$ cat config.mk
export PLATFORM = sky130hd
export DESIGN_NAME = rrf_commit_retire_flat
export DESIGN_NICKNAME = d
export VERILOG_FILES = /design/src/rtl/rrf_commit_retire_if.sv /design/src/rtl/rrf_commit_retire.sv /design/src/flat_wrapper.sv
export SDC_FILE = /design/constraint.sdc
export NUM_CORES = 1
export LEC_CHECK = 0
export ABC_AREA = 1
export CAP_MARGIN = 5
export CORE_UTILIZATION = 33
export CTS_BUF_LIST = sky130_fd_sc_hd__clkbuf_4
export DETAILED_ROUTE_END_ITERATION = 6
export GPL_TIMING_DRIVEN = 0
export PLACE_DENSITY_LB_ADDON = 0.08
export SYNTH_ARGS = -nofsm -noshare
export SYNTH_HDL_FRONTEND = slang
export SYNTH_SLANG_ARGS = --single-unit
export TNS_END_PERCENT = 1
$ cat constraint.sdc
create_clock -name clk_i -period 3.79 [get_ports clk_i]
set_input_delay 0.5685 -clock clk_i [delete_from_list [all_inputs] [get_ports clk_i]]
set_output_delay 0.5685 -clock clk_i [all_outputs]
set_load 0.03 [all_outputs]
$ cat src/rtl/rrf_commit_retire_if.sv
// rtl/rrf_commit_retire_if.sv - dispatch/completion/commit bundle for the RRF retirement engine
interface rrf_commit_retire_if #(
  parameter int RRF_SEL = 6,
  parameter int ARF_SEL = 5
);
  logic               dp_en_i;
  logic [RRF_SEL-1:0] dp_rrftag_i;
  logic               dp_dst_en_i;
  logic [ARF_SEL-1:0] dp_arf_idx_i;
  logic               exe_done0_i;
  logic               exe_done1_i;
  logic [RRF_SEL-1:0] exe_rrftag0_i;
  logic [RRF_SEL-1:0] exe_rrftag1_i;
  logic               com_stall_i;
  logic [1:0]         com_inst_num_o;
  logic               com_en0_o;
  logic               com_en1_o;
  logic [RRF_SEL-1:0] com_rrftag0_o;
  logic [RRF_SEL-1:0] com_rrftag1_o;
  logic               com_dst_en0_o;
  logic               com_dst_en1_o;
  logic [ARF_SEL-1:0] com_arf_idx0_o;
  logic [ARF_SEL-1:0] com_arf_idx1_o;
  logic [RRF_SEL-1:0] comptr_o;
  logic               rrf_empty_o;

  modport master (
    output dp_en_i, dp_rrftag_i, dp_dst_en_i, dp_arf_idx_i,
    output exe_done0_i, exe_done1_i, exe_rrftag0_i, exe_rrftag1_i, com_stall_i,
    input  com_inst_num_o, com_en0_o, com_en1_o, com_rrftag0_o, com_rrftag1_o,
    input  com_dst_en0_o, com_dst_en1_o, com_arf_idx0_o, com_arf_idx1_o,
    input  comptr_o, rrf_empty_o
  );

  modport slave (
    input  dp_en_i, dp_rrftag_i, dp_dst_en_i, dp_arf_idx_i,
    input  exe_done0_i, exe_done1_i, exe_rrftag0_i, exe_rrftag1_i, com_stall_i,
    output com_inst_num_o, com_en0_o, com_en1_o, com_rrftag0_o, com_rrftag1_o,
    output com_dst_en0_o, com_dst_en1_o, com_arf_idx0_o, com_arf_idx1_o,
    output comptr_o, rrf_empty_o
  );
endinterface

$ cat src/rtl/rrf_commit_retire.sv
// rtl/rrf_commit_retire.sv - in-order two-wide retirement of RRF entries toward the ARF
module rrf_commit_retire #(
  parameter int RRF_NUM = 64,
  parameter int RRF_SEL = 6,
  parameter int ARF_SEL = 5
) (
  input  logic clk_i,
  input  logic reset_i,
  rrf_commit_retire_if.slave bus
);

  logic [RRF_NUM-1:0] valid;
  logic [RRF_NUM-1:0] done;
  logic [RRF_NUM-1:0] dst_en;
  logic [RRF_NUM-1:0] valid_nxt;
  logic [RRF_NUM-1:0] done_nxt;
  logic [ARF_SEL-1:0] arf_idx [RRF_NUM];
  logic [RRF_SEL-1:0] comptr;
  logic [RRF_SEL-1:0] ptr1;
  logic [RRF_SEL-1:0] ptr2;
  logic               c0;
  logic               c1;
  logic               dp_wr;

  // Tag 0 means "no rename", so the pointer wraps from the last entry back to 1.
  function automatic logic [RRF_SEL-1:0] nxt(input logic [RRF_SEL-1:0] p);
    return (p == RRF_SEL'(RRF_NUM - 1)) ? RRF_SEL'(1) : p + RRF_SEL'(1);
  endfunction

  assign dp_wr = bus.dp_en_i && (bus.dp_rrftag_i != '0);

  // Retire decision from registered state only; no bypass from this cycle's completions.
  always_comb begin
    ptr1 = nxt(comptr);
    ptr2 = nxt(ptr1);
    c0   = !bus.com_stall_i && valid[comptr] && done[comptr];
    c1   = c0 && valid[ptr1] && done[ptr1];
  end

  // Next entry state: completion sets, commit clears, dispatch overrides both.
  always_comb begin
    valid_nxt = valid;
    done_nxt  = done;
    if (bus.exe_done0_i && valid[bus.exe_rrftag0_i]) done_nxt[bus.exe_rrftag0_i] = 1'b1;
    if (bus.exe_done1_i && valid[bus.exe_rrftag1_i]) done_nxt[bus.exe_rrftag1_i] = 1'b1;
    if (c0) begin
      valid_nxt[comptr] = 1'b0;
      done_nxt[comptr]  = 1'b0;
    end
    if (c1) begin
      valid_nxt[ptr1] = 1'b0;
      done_nxt[ptr1]  = 1'b0;
    end
    if (dp_wr) begin
      valid_nxt[bus.dp_rrftag_i] = 1'b1;
      done_nxt[bus.dp_rrftag_i]  = 1'b0;
    end
    valid_nxt[0] = 1'b0;
    done_nxt[0]  = 1'b0;
  end

  // Entry flags, commit pointer and registered commit outputs.
  always_ff @(posedge clk_i or negedge reset_i) begin
    if (!reset_i) begin
      valid              <= '0;
      done               <= '0;
      dst_en             <= '0;
      comptr             <= RRF_SEL'(1);
      bus.com_inst_num_o <= 2'd0;
      bus.com_en0_o      <= 1'b0;
      bus.com_en1_o      <= 1'b0;
      bus.com_rrftag0_o  <= '0;
      bus.com_rrftag1_o  <= '0;
      bus.com_dst_en0_o  <= 1'b0;
      bus.com_dst_en1_o  <= 1'b0;
      bus.com_arf_idx0_o <= '0;
      bus.com_arf_idx1_o <= '0;
      bus.rrf_empty_o    <= 1'b1;
    end else begin
      valid <= valid_nxt;
      done  <= done_nxt;
      if (dp_wr) dst_en[bus.dp_rrftag_i] <= bus.dp_dst_en_i;
      comptr             <= c1 ? ptr2 : (c0 ? ptr1 : comptr);
      bus.com_inst_num_o <= c1 ? 2'd2 : (c0 ? 2'd1 : 2'd0);
      bus.com_en0_o      <= c0;
      bus.com_en1_o      <= c1;
      bus.com_rrftag0_o  <= c0 ? comptr : '0;
      bus.com_rrftag1_o  <= c1 ? ptr1 : '0;
      bus.com_dst_en0_o  <= c0 && dst_en[comptr];
      bus.com_dst_en1_o  <= c1 && dst_en[ptr1];
      bus.com_arf_idx0_o <= c0 ? arf_idx[comptr] : '0;
      bus.com_arf_idx1_o <= c1 ? arf_idx[ptr1] : '0;
      bus.rrf_empty_o    <= ~|valid_nxt;
    end
  end

  // Destination index payload; only read when the entry is valid, so no reset needed.
  always_ff @(posedge clk_i) begin
    if (dp_wr) arf_idx[bus.dp_rrftag_i] <= bus.dp_arf_idx_i;
  end

  assign bus.comptr_o = comptr;

  // Upstream must never reallocate a tag that is still in flight.
  dp_overwrite_chk: assert property (@(posedge clk_i) disable iff (!reset_i)
    dp_wr |-> !valid[bus.dp_rrftag_i]);

endmodule

$ cat src/flat_wrapper.sv
// flat-port wrapper written by rule: the top's interface ports become plain ports
module rrf_commit_retire_flat 
#(
  parameter int RRF_NUM = 64,
  parameter int RRF_SEL = 6,
  parameter int ARF_SEL = 5
)
  (clk_i, reset_i, bus_dp_en_i, bus_dp_rrftag_i, bus_dp_dst_en_i, bus_dp_arf_idx_i, bus_exe_done0_i, bus_exe_done1_i, bus_exe_rrftag0_i, bus_exe_rrftag1_i, bus_com_stall_i, bus_com_inst_num_o, bus_com_en0_o, bus_com_en1_o, bus_com_rrftag0_o, bus_com_rrftag1_o, bus_com_dst_en0_o, bus_com_dst_en1_o, bus_com_arf_idx0_o, bus_com_arf_idx1_o, bus_comptr_o, bus_rrf_empty_o);
  rrf_commit_retire_if #(.RRF_SEL(RRF_SEL), .ARF_SEL(ARF_SEL)) bus_i ();
  input  logic clk_i;
  input  logic reset_i;
  input wire logic [$bits(bus_i.dp_en_i)-1:0] bus_dp_en_i;
  input wire logic [$bits(bus_i.dp_rrftag_i)-1:0] bus_dp_rrftag_i;
  input wire logic [$bits(bus_i.dp_dst_en_i)-1:0] bus_dp_dst_en_i;
  input wire logic [$bits(bus_i.dp_arf_idx_i)-1:0] bus_dp_arf_idx_i;
  input wire logic [$bits(bus_i.exe_done0_i)-1:0] bus_exe_done0_i;
  input wire logic [$bits(bus_i.exe_done1_i)-1:0] bus_exe_done1_i;
  input wire logic [$bits(bus_i.exe_rrftag0_i)-1:0] bus_exe_rrftag0_i;
  input wire logic [$bits(bus_i.exe_rrftag1_i)-1:0] bus_exe_rrftag1_i;
  input wire logic [$bits(bus_i.com_stall_i)-1:0] bus_com_stall_i;
  output wire logic [$bits(bus_i.com_inst_num_o)-1:0] bus_com_inst_num_o;
  output wire logic [$bits(bus_i.com_en0_o)-1:0] bus_com_en0_o;
  output wire logic [$bits(bus_i.com_en1_o)-1:0] bus_com_en1_o;
  output wire logic [$bits(bus_i.com_rrftag0_o)-1:0] bus_com_rrftag0_o;
  output wire logic [$bits(bus_i.com_rrftag1_o)-1:0] bus_com_rrftag1_o;
  output wire logic [$bits(bus_i.com_dst_en0_o)-1:0] bus_com_dst_en0_o;
  output wire logic [$bits(bus_i.com_dst_en1_o)-1:0] bus_com_dst_en1_o;
  output wire logic [$bits(bus_i.com_arf_idx0_o)-1:0] bus_com_arf_idx0_o;
  output wire logic [$bits(bus_i.com_arf_idx1_o)-1:0] bus_com_arf_idx1_o;
  output wire logic [$bits(bus_i.comptr_o)-1:0] bus_comptr_o;
  output wire logic [$bits(bus_i.rrf_empty_o)-1:0] bus_rrf_empty_o;
  assign bus_i.dp_en_i = bus_dp_en_i;
  assign bus_i.dp_rrftag_i = bus_dp_rrftag_i;
  assign bus_i.dp_dst_en_i = bus_dp_dst_en_i;
  assign bus_i.dp_arf_idx_i = bus_dp_arf_idx_i;
  assign bus_i.exe_done0_i = bus_exe_done0_i;
  assign bus_i.exe_done1_i = bus_exe_done1_i;
  assign bus_i.exe_rrftag0_i = bus_exe_rrftag0_i;
  assign bus_i.exe_rrftag1_i = bus_exe_rrftag1_i;
  assign bus_i.com_stall_i = bus_com_stall_i;
  assign bus_com_inst_num_o = bus_i.com_inst_num_o;
  assign bus_com_en0_o = bus_i.com_en0_o;
  assign bus_com_en1_o = bus_i.com_en1_o;
  assign bus_com_rrftag0_o = bus_i.com_rrftag0_o;
  assign bus_com_rrftag1_o = bus_i.com_rrftag1_o;
  assign bus_com_dst_en0_o = bus_i.com_dst_en0_o;
  assign bus_com_dst_en1_o = bus_i.com_dst_en1_o;
  assign bus_com_arf_idx0_o = bus_i.com_arf_idx0_o;
  assign bus_com_arf_idx1_o = bus_i.com_arf_idx1_o;
  assign bus_comptr_o = bus_i.comptr_o;
  assign bus_rrf_empty_o = bus_i.rrf_empty_o;
  rrf_commit_retire #(.RRF_NUM(RRF_NUM), .RRF_SEL(RRF_SEL), .ARF_SEL(ARF_SEL)) u_core (.clk_i(clk_i), .reset_i(reset_i), .bus(bus_i));
endmodule
==> qor.yml <==
status: "complete, but fails checks"
violations: "max-capacitance violations, max-slew violations, negative setup slack"
slew_viol_final: 11
path_class: "register to register"
synth_area_leader_cell: "edfxtp_1"
antenna_left: 0
place_congestion: 1.02
internal_power_mw: 15.6
pwr-share-clk_pct: 17.2
grt_pass1_vias: 30100
drive_gt1_share_pct: 20.9
drt_wl_total_microns: 194000
htreeDepth: 4
grt-ovfl-total: 0
end_kind: "register"
synth_edf_count: 320
clock_sinks: 544
total_power_mw: 34.3
multi_input_area_sq_um: 12500
power.switching_mw: 18.7
cp_max_fo: 10
viasPerCell: 6.52
num_io_pins: 65
clk-insertion-delay-late_ns: 1.10
via_count: 31700
yosysWarnings: 0
path_clk_slew_ns: 0.06
critical_path_required_ns: 4.77
initial_core_util_pct: 33.5
syn2layout_area_growth_pct: 24.9
grt_pass1_wl_microns: 257000
antenna_found_initial: 13
combinationalPowerShare_pct: 60.0
numCtsBuffers: 160
synth_ff_type: "edfxtp_1"
finalCritPeriodShare_pct: 108
setup_viol: 30
dieWidth_microns: 297
drc_errors: 0
worst_clock_skew_ns: 0.104
tightestPinTransition_ns: 1.59
synth_compound_area_share_pct: 20.5
synthCells: 3254
timing.final.ws_setup_ns: -0.285
critPathArrivalTime_ns: 5.05
ys_ff_latch: 544
synth_top_family_by_area: "compound AO/OA/AOI/OAI gates"
max-cap-violations: 2
yosysSeqAreaShare_pct: 53.0
period_needed_ns: 4.07
syn_avg_cell_area_sq_um: 8.82
cts_tree: "done"
firstDrtPassIters: 6
final_hold_viol_count: 0
dr.first_iter.drc_count: 5069
hold_path_class: "input port to register"
slew_headroom_pct: -6.59
wl_per_cell_microns: 39.9
peakVddDrop_v: 0.000484
layout.nets: 3629
power_density_nw_per_um2: 957
seqPwrFrac_pct: 22.8
setup_tns_ns: -3.04
muxShareOfSynthArea_pct: 0
yosys.area_share.simple_pct: 18.4
fillers: 8723
regArea_sq_um: 15200
cp-start-kind: "register"
die-height_microns: 297
synthArstFlopShare_pct: 41.2
power.leakage_nw: 14.0
synthAdderAreaFrac_pct: 0.0872
grt_usage_pct: 42.8
io_buffer_count: 58
row_count: 107
cts_buffer_depth: 3
synthXorXnorAreaFrac_pct: 0.218
yosysTopAreaCellShare_pct: 33.5
synth.cell_area_sq_um: 28700
synthTopCellsByArea: "edfxtp_1, dfrtp_1, o22ai_1"
grt_max_degree: 88
dieArea_sq_um: 88200
core-area_sq_um: 85700
cts_root_buffer: "clkbuf_4"
swShare_pct: 54.6
hpwl_microns: 140000
rsz0062_at_grt: "true"
fmax_mhz: 245
yosys.cell_types.count: 56
## final cells by class
class,count,share of cell area [%]
Buffer,191,4.07
Timing Repair Buffer,176,4.94
Tap cell,1144,3.99
Sequential cell,544,42.4
Clock buffer,221,4.63
Antenna cell,10,0.0698
Clock inverter,57,1.05
Multi-Input combinational cell,2159,34.8
Inverter,365,3.97
## per-layer routing
metal	global-route usage, %	vias to the layer above	wire (microns)
met3	10.7	828	21000
met4	34.1	6	18000
met1	53.0	15600	72700
li1	-	12600	-
met2	63.4	2733	82300
met5	0	-	42
## critical path: stages, from the launching register on
cell and delay, ns:
dfstp_2 0.56, buf_6 0.15, inv_2 0.06, buf_8 0.17
nand3_4 0.23, buf_6 0.17, o22ai_1 0.10, nor2_1 0.19
nand3_2 0.15, a21oi_4 0.19, nand3_2 0.11, nor2_4 0.24
buf_8 0.18, buf_8 0.20, nand4_1 0.25, a21oi_2 0.24
nand2_1 0.09, nor2_2 0.14, nand2_1 0.11, nor2_4 0.17
nand2_4 0.13, nor2_4 0.12
## state kept, by name, indices dropped and copies added, names as in the netlist
name,cells
u_core.arf_idx,320
u_core.dst_en,64
u_core.done,63
u_core.valid,63
u_core.bus.com_rrftag0_o,6
u_core.bus.com_rrftag1_o,6
u_core.bus.comptr_o,6
u_core.bus.com_arf_idx0_o,5
u_core.bus.com_arf_idx1_o,5
u_core.bus.com_dst_en0_o,1
u_core.bus.com_dst_en1_o,1
u_core.bus.com_en0_o,1
u_core.bus.com_en1_o,1
u_core.bus.com_inst_num_o,1
u_core.bus.rrf_empty_o,1
## cells in the mapped netlist (all sizes together) (4+ instances only)
library cell and number:
clkbuf 106, a22oi 4, clkinv 11, a31oi 34
o22ai 401, inv 354, nand4 85, buf 86
o21bai 5, edfxtp 320, o41ai 91, o221ai 11
nor2 395, nand3 166, o21ai 145, a21boi 5
a21oi 207, nor4 13, dfrtp 222, o211ai 15
xor2 5, nor3 49, o2111ai 22, or2 10
nand2 473
## cells by family after synthesis
family	count (synthesis)
adders and majority gates	2
buffers and inverters	557
xor gates and xnor gates	5
other	1
AOI/OAI and AO/OA	949
and+or+nand+nor	1196
DFF	544
## stage by stage
step                hold slack, ns  setup WS [ns]  cell area, sq um  cells  util, %
finish                       0.230         -0.285             35900   4867     41.8
floorplan                    0.273          0.513             28700   3258        -
detailed placement           0.482          -2.69             31200   4491     36.5
global route                 0.226         -0.230             35800   4861     41.8
global placement             0.470          -9.00             30700   4460     35.9
CTS                          0.136        -0.0964             35300   4840     41.2
## final timing paths
path                                          end  cells after the start  slack (ns)                    from
max                        u_core.bus.rrf_empty_o                     21       -0.28  u_core.bus.comptr_o[0]
min                               u_core.done[50]                      7        0.23    bus_exe_rrftag1_i[3]
max reg2reg                u_core.bus.rrf_empty_o                     21       -0.28  u_core.bus.comptr_o[0]
min reg2reg                      u_core.dst_en[0]                      1        0.51        u_core.dst_en[0]
max in group asynchronous        u_core.valid[56]                      4        1.56                 reset_i
min in group asynchronous       u_core.dst_en[63]                      3        0.54                 reset_i
## timing repair
item                       in CTS  in global routing
setup endpoints to repair     160                 65
hold endpoints to repair      198                  0
pin swaps                      46                 20
gates resized for setup       455                 66
buffers inserted               61                 12
hold buffers                    8                  0
gates cloned                    3                  1
## placed cells by master (no fill, tap or decap), drive strengths merged, types with 4 or more instances in the layout
cell	netlist	layout
clkinvlp	0	5
nor3	49	49
a22oi	4	4
dfrtp	222	222
nor4	13	13
edfxtp	320	320
o2111ai	22	22
o22ai	401	401
nand4	85	85
xor2	5	5
a21oi	207	207
clkinv	11	55
nand2	473	473
bufinv	0	4
o211ai	15	15
o41ai	91	91
buf	86	194
a31oi	34	34
nand3	166	167
clkbuf	106	332
dlygate4sd3	0	8
nor2	395	396
conb	1	5
or2	10	10
inv	354	358
o21bai	5	5
o21ai	145	145
a21boi	5	5
clkdlybuf4s50	0	52
diode	0	10
o221ai	11	11
## power groups by stage
| stage | combinational, mW | sequential, mW | clock [mW] |
|---|---|---|---|
| finish | 20.6 | 7.83 | 5.90 |
| CTS | 19.0 | 7.78 | 5.91 |
| global route | 20.5 | 7.87 | 6.20 |
| detailed placement | 16.6 | 7.90 | 0 |
| global placement | 16.6 | 7.92 | 0 |
| floorplan | 8.24 | 7.80 | 0 |
Power figures use the tool's default switching activity.
